**src/rtl/div_unit_if.sv**
```systemverilog
// Operand/result bundle between the ID/EX stage and the iterative divider.
// Handshake: the pipeline raises start with operands valid; the divider takes them
// only while idle and annul=0 and asserts stall until the result is ready. done pulses
// for one cycle with quo/rem valid, and quo/rem then hold until the next result.
interface div_unit_if #(
    parameter int WIDTH = 32
);
    logic             start;
    logic             signed_div;
    logic             annul;
    logic [WIDTH-1:0] a;
    logic [WIDTH-1:0] b;
    logic             stall;
    logic             done;
    logic [WIDTH-1:0] quo;
    logic [WIDTH-1:0] rem;

    modport master (
        output start, signed_div, annul, a, b,
        input  stall, done, quo, rem
    );

    modport slave (
        input  start, signed_div, annul, a, b,
        output stall, done, quo, rem
    );
endinterface

```
**src/rtl/div_unit.sv**
```systemverilog
// Radix-2 restoring divider for DIV/DIVU: magnitudes are divided over WIDTH cycles,
// then the signs are applied in a single fix-up cycle before the done pulse.
module div_unit #(
    parameter int WIDTH = 32
) (
    input  logic        clk,
    input  logic        rst,
    div_unit_if.slave   bus,
    output logic [1:0]  dbg_state
);
    localparam int CW = $clog2(WIDTH);

    typedef enum logic [1:0] {IDLE, CALC, FIX, DONE} state_t;

    state_t           state;
    state_t           state_nx;
    logic [CW-1:0]    cnt;
    logic [WIDTH-1:0] prem;
    logic [WIDTH-1:0] dvd;
    logic [WIDTH-1:0] dvs;
    logic             sign_q;
    logic             sign_r;
    logic             div0;
    logic [WIDTH-1:0] quo_r;
    logic [WIDTH-1:0] rem_r;

    logic             accept;
    logic             last;
    logic             stall_c;
    logic             done_c;
    logic [WIDTH-1:0] a_mag;
    logic [WIDTH-1:0] b_mag;
    logic [WIDTH:0]   shifted;
    logic [WIDTH:0]   diff;

    assign accept    = bus.start && !bus.annul;
    assign last      = (cnt == CW'(WIDTH - 1));
    assign a_mag     = (bus.signed_div && bus.a[WIDTH-1]) ? -bus.a : bus.a;
    assign b_mag     = (bus.signed_div && bus.b[WIDTH-1]) ? -bus.b : bus.b;

    // The stored remainder is always below the divisor, so WIDTH bits suffice;
    // the trial subtraction itself is carried out at WIDTH+1 bits.
    assign shifted   = {prem, dvd[WIDTH-1]};
    assign diff      = shifted - {1'b0, dvs};

    assign bus.stall = stall_c;
    assign bus.done  = done_c;
    assign bus.quo   = quo_r;
    assign bus.rem   = rem_r;
    assign dbg_state = state;

    always_ff @(posedge clk or negedge rst) begin
        if (!rst) state <= IDLE;
        else      state <= state_nx;
    end

    always_comb begin
        state_nx = state;
        stall_c  = 1'b0;
        done_c   = 1'b0;
        case (state)
            IDLE: begin
                if (accept) begin
                    stall_c  = 1'b1;
                    state_nx = CALC;
                end
            end
            CALC: begin
                stall_c = 1'b1;
                if (bus.annul)  state_nx = IDLE;
                else if (last)  state_nx = FIX;
            end
            FIX: begin
                stall_c  = 1'b1;
                state_nx = bus.annul ? IDLE : DONE;
            end
            DONE: begin
                done_c   = 1'b1;
                state_nx = IDLE;
            end
            default: state_nx = IDLE;
        endcase
    end

    always_ff @(posedge clk or negedge rst) begin
        if (!rst) begin
            cnt    <= '0;
            prem   <= '0;
            dvd    <= '0;
            dvs    <= '0;
            sign_q <= 1'b0;
            sign_r <= 1'b0;
            div0   <= 1'b0;
            quo_r  <= '0;
            rem_r  <= '0;
        end else begin
            case (state)
                IDLE: begin
                    if (accept) begin
                        cnt    <= '0;
                        prem   <= '0;
                        dvd    <= a_mag;
                        dvs    <= b_mag;
                        sign_q <= bus.signed_div & (bus.a[WIDTH-1] ^ bus.b[WIDTH-1]);
                        sign_r <= bus.signed_div & bus.a[WIDTH-1];
                        div0   <= (bus.b == '0);
                    end
                end
                CALC: begin
                    if (!bus.annul) begin
                        cnt <= cnt + 1'b1;
                        if (!diff[WIDTH]) begin
                            prem <= diff[WIDTH-1:0];
                            dvd  <= {dvd[WIDTH-2:0], 1'b1};
                        end else begin
                            prem <= shifted[WIDTH-1:0];
                            dvd  <= {dvd[WIDTH-2:0], 1'b0};
                        end
                    end
                end
                FIX: begin
                    // With b=0 the quotient is all ones and the remainder is |a|;
                    // re-applying the dividend sign restores the original a.
                    if (!bus.annul) begin
                        quo_r <= (sign_q && !div0) ? -dvd : dvd;
                        rem_r <= sign_r ? -prem : prem;
                    end
                end
                default: ;
            endcase
        end
    end
endmodule
```
**src/flat_wrapper.sv**
```systemverilog
// flat-port wrapper written by rule: the top's interface ports become plain ports
module div_unit_flat 
#(
    parameter int WIDTH = 32
)
  (clk, rst, dbg_state, bus_start, bus_signed_div, bus_annul, bus_a, bus_b, bus_stall, bus_done, bus_quo, bus_rem);
  div_unit_if #(.WIDTH(WIDTH)) bus_i ();
  input  logic clk;
  input  logic rst;
  output logic [1:0] dbg_state;
  input wire logic [$bits(bus_i.start)-1:0] bus_start;
  input wire logic [$bits(bus_i.signed_div)-1:0] bus_signed_div;
  input wire logic [$bits(bus_i.annul)-1:0] bus_annul;
  input wire logic [$bits(bus_i.a)-1:0] bus_a;
  input wire logic [$bits(bus_i.b)-1:0] bus_b;
  output wire logic [$bits(bus_i.stall)-1:0] bus_stall;
  output wire logic [$bits(bus_i.done)-1:0] bus_done;
  output wire logic [$bits(bus_i.quo)-1:0] bus_quo;
  output wire logic [$bits(bus_i.rem)-1:0] bus_rem;
  assign bus_i.start = bus_start;
  assign bus_i.signed_div = bus_signed_div;
  assign bus_i.annul = bus_annul;
  assign bus_i.a = bus_a;
  assign bus_i.b = bus_b;
  assign bus_stall = bus_i.stall;
  assign bus_done = bus_i.done;
  assign bus_quo = bus_i.quo;
  assign bus_rem = bus_i.rem;
  div_unit #(.WIDTH(WIDTH)) u_core (.clk(clk), .rst(rst), .bus(bus_i), .dbg_state(dbg_state));
endmodule
```
**config.mk**
```make
export PLATFORM = sky130hd
export DESIGN_NAME = div_unit_flat
export DESIGN_NICKNAME = d
export VERILOG_FILES = /design/src/rtl/div_unit_if.sv /design/src/rtl/div_unit.sv /design/src/flat_wrapper.sv
export SDC_FILE = /design/constraint.sdc
export NUM_CORES = 1
export LEC_CHECK = 0
export BUFFER_PORTS_ARGS = -buffer_cell sky130_fd_sc_hd__buf_2
export CAP_MARGIN = 25
export CORE_ASPECT_RATIO = 0.9
export CORE_MARGIN = 3
export CORE_UTILIZATION = 39
export CTS_CLUSTER_SIZE = 10
export DETAILED_ROUTE_END_ITERATION = 8
export GPL_ROUTABILITY_DRIVEN = 0
export SYNTH_ARGS = -nofsm -noshare
export SYNTH_HDL_FRONTEND = slang
export SYNTH_SLANG_ARGS = --single-unit
```
**constraint.sdc**
```tcl
create_clock -name clk -period 3.6 [get_ports clk]
set_input_delay 1.08 -clock clk [delete_from_list [all_inputs] [get_ports clk]]
set_output_delay 1.08 -clock clk [all_outputs]
set_load 0.03 [all_outputs]
```
==> metrics.csv, run 1 <==
stage,metric,value,unit
outcome,status,"complete, no violations",
cells_and_area,Area Overhead vs Synth,17.31,%
setup_path,crit path launch type,flop,
floorplan,die width,185.0,µm
synth,Synth Area per Inst,8.260,µm²
synth,Post-Syn Area,11250,µm²
timing,Tcrit/Tclk final,95.58,%
floorplan,die area,30920,µm²
clock_tree,H-tree depth,4,
floorplan,Initial Utilization,39.95,%
routing,Initial DRC Count,598,
worst_hold_path,worst hold path type,flop to flop,
clock_tree,PostCTS Resize Cnt,0,
cells_and_area,ratio of cells with drive above 1 in the final layout,15.50,%
grt,GRT busiest layer,met1,
synth,ys flop type,dfrtp_1,
clock_tree,clock transition at the registers of the reported paths,70,ps
timing,TNS Setup,0,ps
cells_and_area,Final Non-Filler Cells,1870,
pwr,pwr/cell area,1038,nW/µm²
timing,Final Skew,13.80,ps
setup_path,"Arr. time, crit path",3730,ps
timing,Tmin final,3441,ps
timing,Max Freq,290.6,MHz
synth,Post-Synthesis Cells,1362,
clock_tree,CTS hold repair buffers,0,
floorplan,row cnt,58,
grt,first-pass GRT wire length,49.80,mm
floorplan,Core Area,28160,µm²
clock_tree,# Post-CTS Setup Buffers,0,
floorplan,I/O Pins,137,
run,Max Cap Viol,0,
clock_tree,Longest Clk Path Bufs,2,
routing,DRC viols,0,
cells_and_area,fin nets,1610,
grt,met1 Use GR,30.97,%
cells_and_area,Finished Cell Area,13200,µm²
routing,total number of vias,9988,
floorplan,Die H,167.1,µm
grt,met2 Track Usage GR,28.43,%
synth,sequential area share after synthesis,37.82,%
clock_tree,TritonCTS clock tree,built,
place,Post-Place Cells,1837,
synth,Synth Warn #,0,
timing,Slew HR,37.53,%
timing,Slew Limit Fails,0,
synth,Post-Syn Nets,1475,
clock_tree,clock root buffer,clkbuf_16,
routing,Pre-Repair DR Iteration Count,7,
setup_path,element type at the critical path end,flop,
grt,GRT Total Usage,19.73,%
routing,antenna-violating nets left,0,
synth,Area contributors post-synth,"dfrtp_1 38%, o21ai_0 8.4%, nand2_1 6.9%, xor2_1 6.5%, xnor2_1 4.8%",
timing,RSZ-0062 raised after global routing,false,
routing,post-DR wirelength/cell,16.30,µm
synth,post-synthesis cell type count,63,
setup_path,Crit Path Class,flop to flop,
setup_path,worst path required time,3890,ps
synth,"FF+latch count, synth",170,
timing,Final Hold Fails,0,
pwr,P_leak,0.006031,µW
cells_and_area,# diodes,0,
clock_tree,clk sinks,170,
grt,vias in the first global route,9467,
grt,antenna violations before repair,0,
place,Final HPWL DP,23.05,mm
clock_tree,total CTS buffers,17,
synth,number of flops mapped to enable cells by yosys,0,
cells_and_area,Fill cells,2739,
grt,met3 Use GR,3.171,%
synth,largest area contributor in the netlist,dfrtp_1,
timing,Least-Margin Pin Slew,937.1,ps
pwr,Max VDD drop,0.4828,mV
clock_tree,worst skew pair latency,440,ps
timing,"Setup violations, final",0,
routing,DR vias/cell,5.341,
grt,largest net degree at the start of global routing,76,
routing,Routed WL,30.48,mm
grt,GRT Residual Overflow,0,
place,Port Buffer Count,136,
place,dpl cell area,12580,µm²
synth,Synth top area share,37.82,%
setup_path,crit path max fanout,18,
synth,asr flop ratio synth,100.0,%
[cells in the mapped netlist, drive strengths merged, types with 24 or more instances]
master,number
mux2i,27
clkbuf,58
o21ai,197
ha,43
nand2,208
inv,56
dfrtp,170
o31ai,24
a21oi,95
xnor2,62
nand3,37
nor2,94
xor2,84
[cell usage in the layout (no fill, tap or decap), drive strengths merged, types with 6 or more instances in the layout]
master    n
or4      16
mux2i    27
nor4     12
a31oi     9
xor2     84
o41ai    17
a21o     11
and3      6
o21a      6
or3      13
nand3    37
nor2b     8
o311ai   11
clkbuf   20
nand2   208
dfrtp   170
inv      60
ha       43
nand2b   15
o21ai   197
buf     185
a21oi    95
o31ai    24
o21bai    6
nor2     94
xnor2    62
nor3     18
[registers in the layout (all words and copies together) (netlist names)]
register and cells:
u_core.cnt 5, u_core.dvd 32, u_core.dbg_state 2, u_core.sign_r 1, u_core.prem 32, u_core.bus.rem 32
u_core.bus.quo 32, u_core.div0 1, u_core.dvs 32, u_core.sign_q 1
[metrics by stage]
step	utilization, %	setup slack (ps)	power (µW)	hold slack, ps
after global placement	44.68	35.19	11580	456.9
after CTS	46.84	180.7	13710	479.6
after detailed placement	44.68	23.59	11710	465.1
final	46.87	159.0	13700	472.9
after floorplan	-	256.8	9383	445.3
after global routing	46.87	16.63	14880	502.0
[cell families after synthesis]
kind of cell	share of synthesized area, %
buffers and inverters	4.238
AND/OR/NAND/NOR	18.04
multiplexers	2.503
flip-flops	37.82
AO/OA/AOI/OAI	21.01
adder cells (fa/ha/maj)	4.961
XOR/XNOR	11.43
[worst max-delay path, stage by stage (launching register included)]
cell      delay [ps]
dfrtp_1          450
ha_1             270
fa_1             400
nand2b_1         200
a21oi_1          240
o211ai_1         220
a31oi_1          350
o21ba_2          260
o21ai_2          130
xnor2_4          230
buf_12           220
mux2i_1          190
o21ai_0          100
[layout make-up]
cell class | instances | area [µm²] | share of cell area (%)
multi-input cells | 1067 | 6555 | 49.67
flip-flops and latches | 170 | 4254 | 32.24
repair buffers | 185 | 1117 | 8.467
well taps | 360 | 450.4 | 3.413
clock buffers | 20 | 446.7 | 3.385
inverters | 56 | 210.2 | 1.593
clock inverters | 12 | 162.7 | 1.233
[routing by layer]
metal,share of wire (%),wire length (µm)
met5,0,0
met4,0.87,265
met3,5.4,1653
met2,42,12690
met1,52,15870
[power by group]
group	internal [µW]	switching [µW]	total [µW]
clock network	1120	813	1940
registers	2770	824	3600
logic	3190	4980	8160
total	7080	6610	13700
[path summary, 6_finish.rpt]
check | startpoint | endpoint | slack [ps] | cells after the start
max in group asynchronous | rst | u_core.prem[31] | 2130 | 2
min in group asynchronous | rst | u_core.bus.quo[19] | 680 | 1
max | u_core.dvs[0] | u_core.prem[5] | 160 | 12
max reg2reg | u_core.dvs[0] | u_core.prem[5] | 160 | 12
min reg2reg | u_core.bus.quo[3] | u_core.bus.quo[3] | 470 | 2
min | u_core.bus.quo[3] | u_core.bus.quo[3] | 470 | 2
Power figures use the tool's default switching activity.
==> inputs of run 2 (changes only) <==
--- a/config.mk
+++ b/config.mk
@@ -5,13 +5,12 @@
 export SDC_FILE = /design/constraint.sdc
 export NUM_CORES = 1
 export LEC_CHECK = 0
-export BUFFER_PORTS_ARGS = -buffer_cell sky130_fd_sc_hd__buf_2
-export CAP_MARGIN = 25
 export CORE_ASPECT_RATIO = 0.9
 export CORE_MARGIN = 3
-export CORE_UTILIZATION = 39
+export CORE_UTILIZATION = 28
 export CTS_CLUSTER_SIZE = 10
 export DETAILED_ROUTE_END_ITERATION = 8
+export DONT_BUFFER_PORTS = 1
 export GPL_ROUTABILITY_DRIVEN = 0
 export SYNTH_ARGS = -nofsm -noshare
 export SYNTH_HDL_FRONTEND = slang
==> metrics.csv, run 2 (same netlist as run 1, synthesis figures left out) <==
stage,metric,value,unit
floorplan,row cnt,69,
grt,GRT Total Usage,15.02,%
cells_and_area,Fill cells,4170,
routing,DR vias/cell,4.998,
place,Placement Setup Slack,122.9,ps
timing,RSZ-0062 raised after global routing,false,
setup_path,crit path max fanout,6,
floorplan,Initial Utilization,28.45,%
cells_and_area,Post-Route Utilization,31.83,%
grt,first-pass GRT wire length,51.68,mm
routing,total number of vias,9481,
timing,Tmin final,3322,ps
cells_and_area,Reg area,4254,µm²
floorplan,I/O Pins,137,
grt,vias in the first global route,9046,
timing,TNS Setup,0,ps
floorplan,die width,217.3,µm
setup_path,Crit Path Class,flop to flop,
cells_and_area,most frequent cells in the layout,"208 x nand2_1, 189 x o21ai_0, 170 x dfrtp_1, 95 x a21oi_1, 93 x nor2_1",
timing,Tcrit/Tclk final,92.28,%
grt,antenna violations before repair,0,
cells_and_area,fin nets,1465,
routing,antenna-violating nets left,0,
cells_and_area,multi-input logic area,6561,µm²
clock_tree,clk sinks,170,
timing,Slew Limit Fails,0,
floorplan,Core Area,39540,µm²
timing,hold slack final,337.4,ps
timing,Final Skew,9.471,ps
timing,Max Freq,301.0,MHz
setup_path,WP buf/inv,0,
pwr,pwr/cell area,1050,nW/µm²
cells_and_area,ratio of cells with drive above 1 in the final layout,6.667,%
floorplan,die area,42620,µm²
setup_path,CP Cell Sequence,"ha_1, a21oi_1, nand2_1, a221o_1, o211ai_1, a21oi_1, o31ai_1, mux2i_1, o21ai_0, o211ai_1",
place,dpl cell area,12000,µm²
setup_path,crit path launch type,flop,
timing,Least-Margin Pin Slew,1147,ps
cells_and_area,Area Overhead vs Synth,11.89,%
clock_tree,TritonCTS clock tree,built,
run,Max Cap Viol,0,
routing,DRC viols,0,
cells_and_area,# diodes,0,
clock_tree,worst skew pair latency,440,ps
outcome,status,"complete, no violations",
clock_tree,CTS hold repair buffers,0,
timing,final setup margin,277.9,ps
place,Final HPWL DP,24.34,mm
clock_tree,clock transition at the registers of the reported paths,70,ps
grt,largest net degree at the start of global routing,171,
worst_hold_path,worst hold path type,input pin to asynchronous set/reset pin,
timing,"Setup violations, final",0,
setup_path,Reg2Reg Depth,10,
timing,Slew HR,23.50,%
routing,Initial DRC Count,613,
setup_path,crit-path leading delay family,compound AO/OA/AOI/OAI gates,
cells_and_area,Finished Cell Area,12590,µm²
timing,Final Hold Fails,0,
pwr,Max VDD drop,0.5352,mV
clock_tree,clock root buffer,clkbuf_16,
routing,Pre-Repair DR Iteration Count,5,
setup_path,Worst path max stage delay,470,ps
clock_tree,total CTS buffers,17,
setup_path,element type at the critical path end,flop,
setup_path,critical path depth,10,
grt,GRT Residual Overflow,0,
clock_tree,H-tree depth,4,
setup_path,slowest CP cell,dfrtp_1,
clock_tree,Longest Clk Path Bufs,2,
place,Port Buffer Count,0,
routing,post-DR wirelength/cell,16.89,µm
cells_and_area,"commonest non-fill, non-tap cell in the layout",nand2_1,
setup_path,"Arr. time, crit path",3680,ps
setup_path,worst path required time,3960,ps
pwr,P_leak,0.005349,µW
routing,Routed WL,32.03,mm
floorplan,Die H,196.2,µm
## run 2: changes by cell type in the layout (fill, tap and decap cells not counted), moves of 2 or more
cell	change
buf_2	-135
buf_4	-5
buf_12	-4
inv_8	+3
bufinv_16	-2
clkinvlp_4	+2
## run 2: area by class of cell
cell class / count / area share (%)
flip-flops and latches: 170 / 33.80
clock inverters: 14 / 1.223
clock buffers: 18 / 3.410
inverters: 56 / 1.670
repair buffers: 40 / 2.485
well taps: 532 / 5.288
multi-input cells: 1067 / 52.13
## run 2: power breakdown
group	internal, µW	switching [µW]
sequential	2760	1590
combinational	2910	4090
clock	983	886
## run 2: stage by stage
| stage | instances | power (µW) |
|---|---|---|
| 2_1_floorplan | 1362 | 9383 |
| 3_3_place_gp | 1865 | 11190 |
| 3_5_place_dp | 1865 | 11330 |
| 4_1_cts | 1897 | 13240 |
| 5_1_grt | 1897 | 14390 |
| 6_report | 1897 | 13220 |
## run 2: worst reg2reg max path, delay by kind of cell (launching register included)
kind            cells  cell delay, ps
flops               1             470
mux                 1             250
compound gates      7            2020
fa+ha+maj           1             400
simple gates        1              90
## run 2: path summary, 6_finish.rpt
kind | endpoint | slack, ps | from
hold / removal | u_core.bus.quo[19] | 340 | rst
setup reg to reg | u_core.prem[31] | 280 | u_core.prem[8]
max in group asynchronous | u_core.prem[29] | 3070 | rst
hold reg to reg | u_core.cnt[4] | 480 | u_core.cnt[4]
min in group clk | u_core.cnt[4] | 480 | u_core.cnt[4]
setup / recovery | u_core.prem[31] | 280 | u_core.prem[8]
## run 2: per-layer routing
layer / GRT usage [%] / wire length (µm)
met1: 21.65 / 15370
met2: 21.50 / 13270
met3: 5.312 / 3060
met4: 3.382 / 328
met5: 0 / 0
## run 2: timing repair
action / 4_1_cts / 5_1_grt
endpoints found under the setup margin: 0 / 1
gates resized for setup: 0 / 1
hold endpoints to repair: 0 / 0
buffers inserted: 0 / 0
==> inputs of run 3 (changes only) <==
==> constraint.sdc (replaced) <==
create_clock -name clk -period 3.6 [get_ports clk]
set_input_delay 0.36 -clock clk [delete_from_list [all_inputs] [get_ports clk]]
set_output_delay 0.36 -clock clk [all_outputs]
set_load 0.03 [all_outputs]
==> metrics.csv, run 3 (same netlist as run 1, synthesis figures left out) <==
stage,metric,value,unit
clock_tree,clock transition at the registers of the reported paths,70,ps
place,Port Buffer Count,0,
timing,Tmin final,3394,ps
cells_and_area,Area Overhead vs Synth,10.82,%
routing,Initial DRC Count,841,
timing,Slew HR,28.36,%
clock_tree,H-tree depth,4,
setup_path,crit path launch type,flop,
cells_and_area,ratio of cells with drive above 1 in the final layout,5.279,%
outcome,violated checks,negative hold slack,
timing,Final Skew,6.986,ps
clock_tree,clk sinks,170,
setup_path,CP startpoint,u_core.prem[14],
grt,GRT Total Usage,15.01,%
routing,Routed WL,32.02,mm
timing,RSZ-0062 raised after global routing,false,
setup_path,Crit Path Class,flop to flop,
grt,antenna violations before repair,0,
place,Final HPWL DP,24.18,mm
timing,Tcrit/Tclk final,94.28,%
timing,Least-Margin Pin Slew,1072,ps
clock_tree,PostCTS Resize Cnt,0,
timing,TNS Setup,0,ps
grt,GRT Residual Overflow,0,
grt,first-pass GRT wire length,51.21,mm
setup_path,"Arr. time, crit path",3710,ps
routing,post-DR wirelength/cell,17.06,µm
outcome,status,finished with violations,
setup_path,crit-path leading delay family,compound AO/OA/AOI/OAI gates,
floorplan,die width,217.3,µm
grt,largest net degree at the start of global routing,171,
cells_and_area,fin nets,1445,
run,Max Cap Viol,0,
floorplan,I/O Pins,137,
timing,"Setup violations, final",0,
cells_and_area,Finished Cell Area,12470,µm²
clock_tree,clock root buffer,clkbuf_16,
cells_and_area,"commonest non-fill, non-tap cell in the layout",nand2_1,
cells_and_area,most frequent cells in the layout,"208 x nand2_1, 189 x o21ai_0, 170 x dfrtp_1, 95 x a21oi_1, 93 x nor2_1",
floorplan,Core Area,39540,µm²
worst_hold_path,worst hold path type,input pin to asynchronous set/reset pin,
setup_path,FF-to-FF Start,u_core.prem[14],
pwr,pwr/cell area,1058,nW/µm²
clock_tree,# Post-CTS Setup Buffers,0,
floorplan,Initial Utilization,28.45,%
routing,DR vias/cell,5.020,
timing,final setup margin,206.0,ps
grt,vias in the first global route,9022,
setup_path,WP buf/inv,1,
floorplan,Die H,196.2,µm
clock_tree,worst skew pair latency,440,ps
clock_tree,Longest Clk Path Bufs,2,
floorplan,die area,42620,µm²
routing,antenna-violating nets left,0,
cells_and_area,Fill cells,4208,
pwr,P_leak,0.005271,µW
setup_path,crit path max fanout,14,
setup_path,CP Cell Sequence,"ha_1, a21oi_1, o21ai_1, a311o_1, a2111o_1, o21ba_2, o21ai_2, xnor2_4, buf_4, mux2i_1, o21ai_0",
routing,Pre-Repair DR Iteration Count,5,
place,dpl cell area,11850,µm²
pwr,Max VDD drop,0.6310,mV
cells_and_area,# diodes,0,
setup_path,worst path required time,3920,ps
timing,hold slack final,-379.6,ps
clock_tree,total CTS buffers,17,
setup_path,slowest CP cell,dfrtp_1,
clock_tree,TritonCTS clock tree,built,
setup_path,Worst path max stage delay,470,ps
routing,total number of vias,9423,
timing,Final Hold Fails,170,
setup_path,element type at the critical path end,flop,
routing,DRC viols,0,
timing,Slew Limit Fails,0,
timing,Max Freq,294.6,MHz
floorplan,row cnt,69,
place,Placement Setup Slack,242.7,ps
-- run 3: cell count changes in the layout (fill, tap and decap cells not counted), sizes merged --
cell	change
buf	-20
bufinv	+2
clkbuf	+1
clkinv	+3
clkinvlp	-1
inv	-5
-- run 3: worst reg2reg max path: cells and delay by family (launching register included) --
kind | cells | cell delay (ps)
compound gates | 7 | 1670
mux | 1 | 260
xor+xnor | 1 | 160
flops | 1 | 470
buf+inv | 1 | 300
fa+ha+maj | 1 | 420
-- run 3: power by group --
group,switching [µW],internal (µW)
Combinational,4040,2790
Clock,812,1130
Sequential,1660,2760
Total,6510,6680
-- run 3: stage by stage --
step	hold WS, ps	utilization (%)	power [µW]	cells
after floorplan	64.41	-	9383	1362
after detailed placement	70.04	29.96	11240	1845
after global placement	69.04	29.96	11090	1845
final	-379.6	31.53	13200	1877
after global routing	-403.6	31.53	14360	1877
after CTS	-403.1	31.53	13250	1877
-- run 3: path summary, 6_finish.rpt --
path,endpoint,slack (ps),cells after the start
max,u_core.prem[11],210,11
min,u_core.bus.quo[5],-380,0
max reg2reg,u_core.prem[11],210,11
min reg2reg,u_core.cnt[4],480,2
max in group asynchronous,u_core.prem[14],3790,0
min in group clk,u_core.sign_q,60,2
-- run 3: cell type report --
| class | instances | area (µm²) | area share (%) |
|---|---|---|---|
| multi-input combinational | 1067 | 6555 | 52.58 |
| sequential | 170 | 4254 | 34.12 |
| tap | 532 | 665.6 | 5.339 |
| clock buffer | 19 | 452.9 | 3.633 |
| inverter | 56 | 210.2 | 1.686 |
| clock inverter | 13 | 166.4 | 1.335 |
| timing repair buffer | 20 | 162.7 | 1.305 |
-- run 3: layer usage --
metal / track usage (%) / vias to the layer above / part of all wire (%)
li1: - / 4714 / -
met1: 20.92 / 4475 / 47
met2: 22.15 / 211 / 43
met3: 5.498 / 23 / 9.2
met4: 3.502 / 0 / 0.99
met5: 0 / - / 0
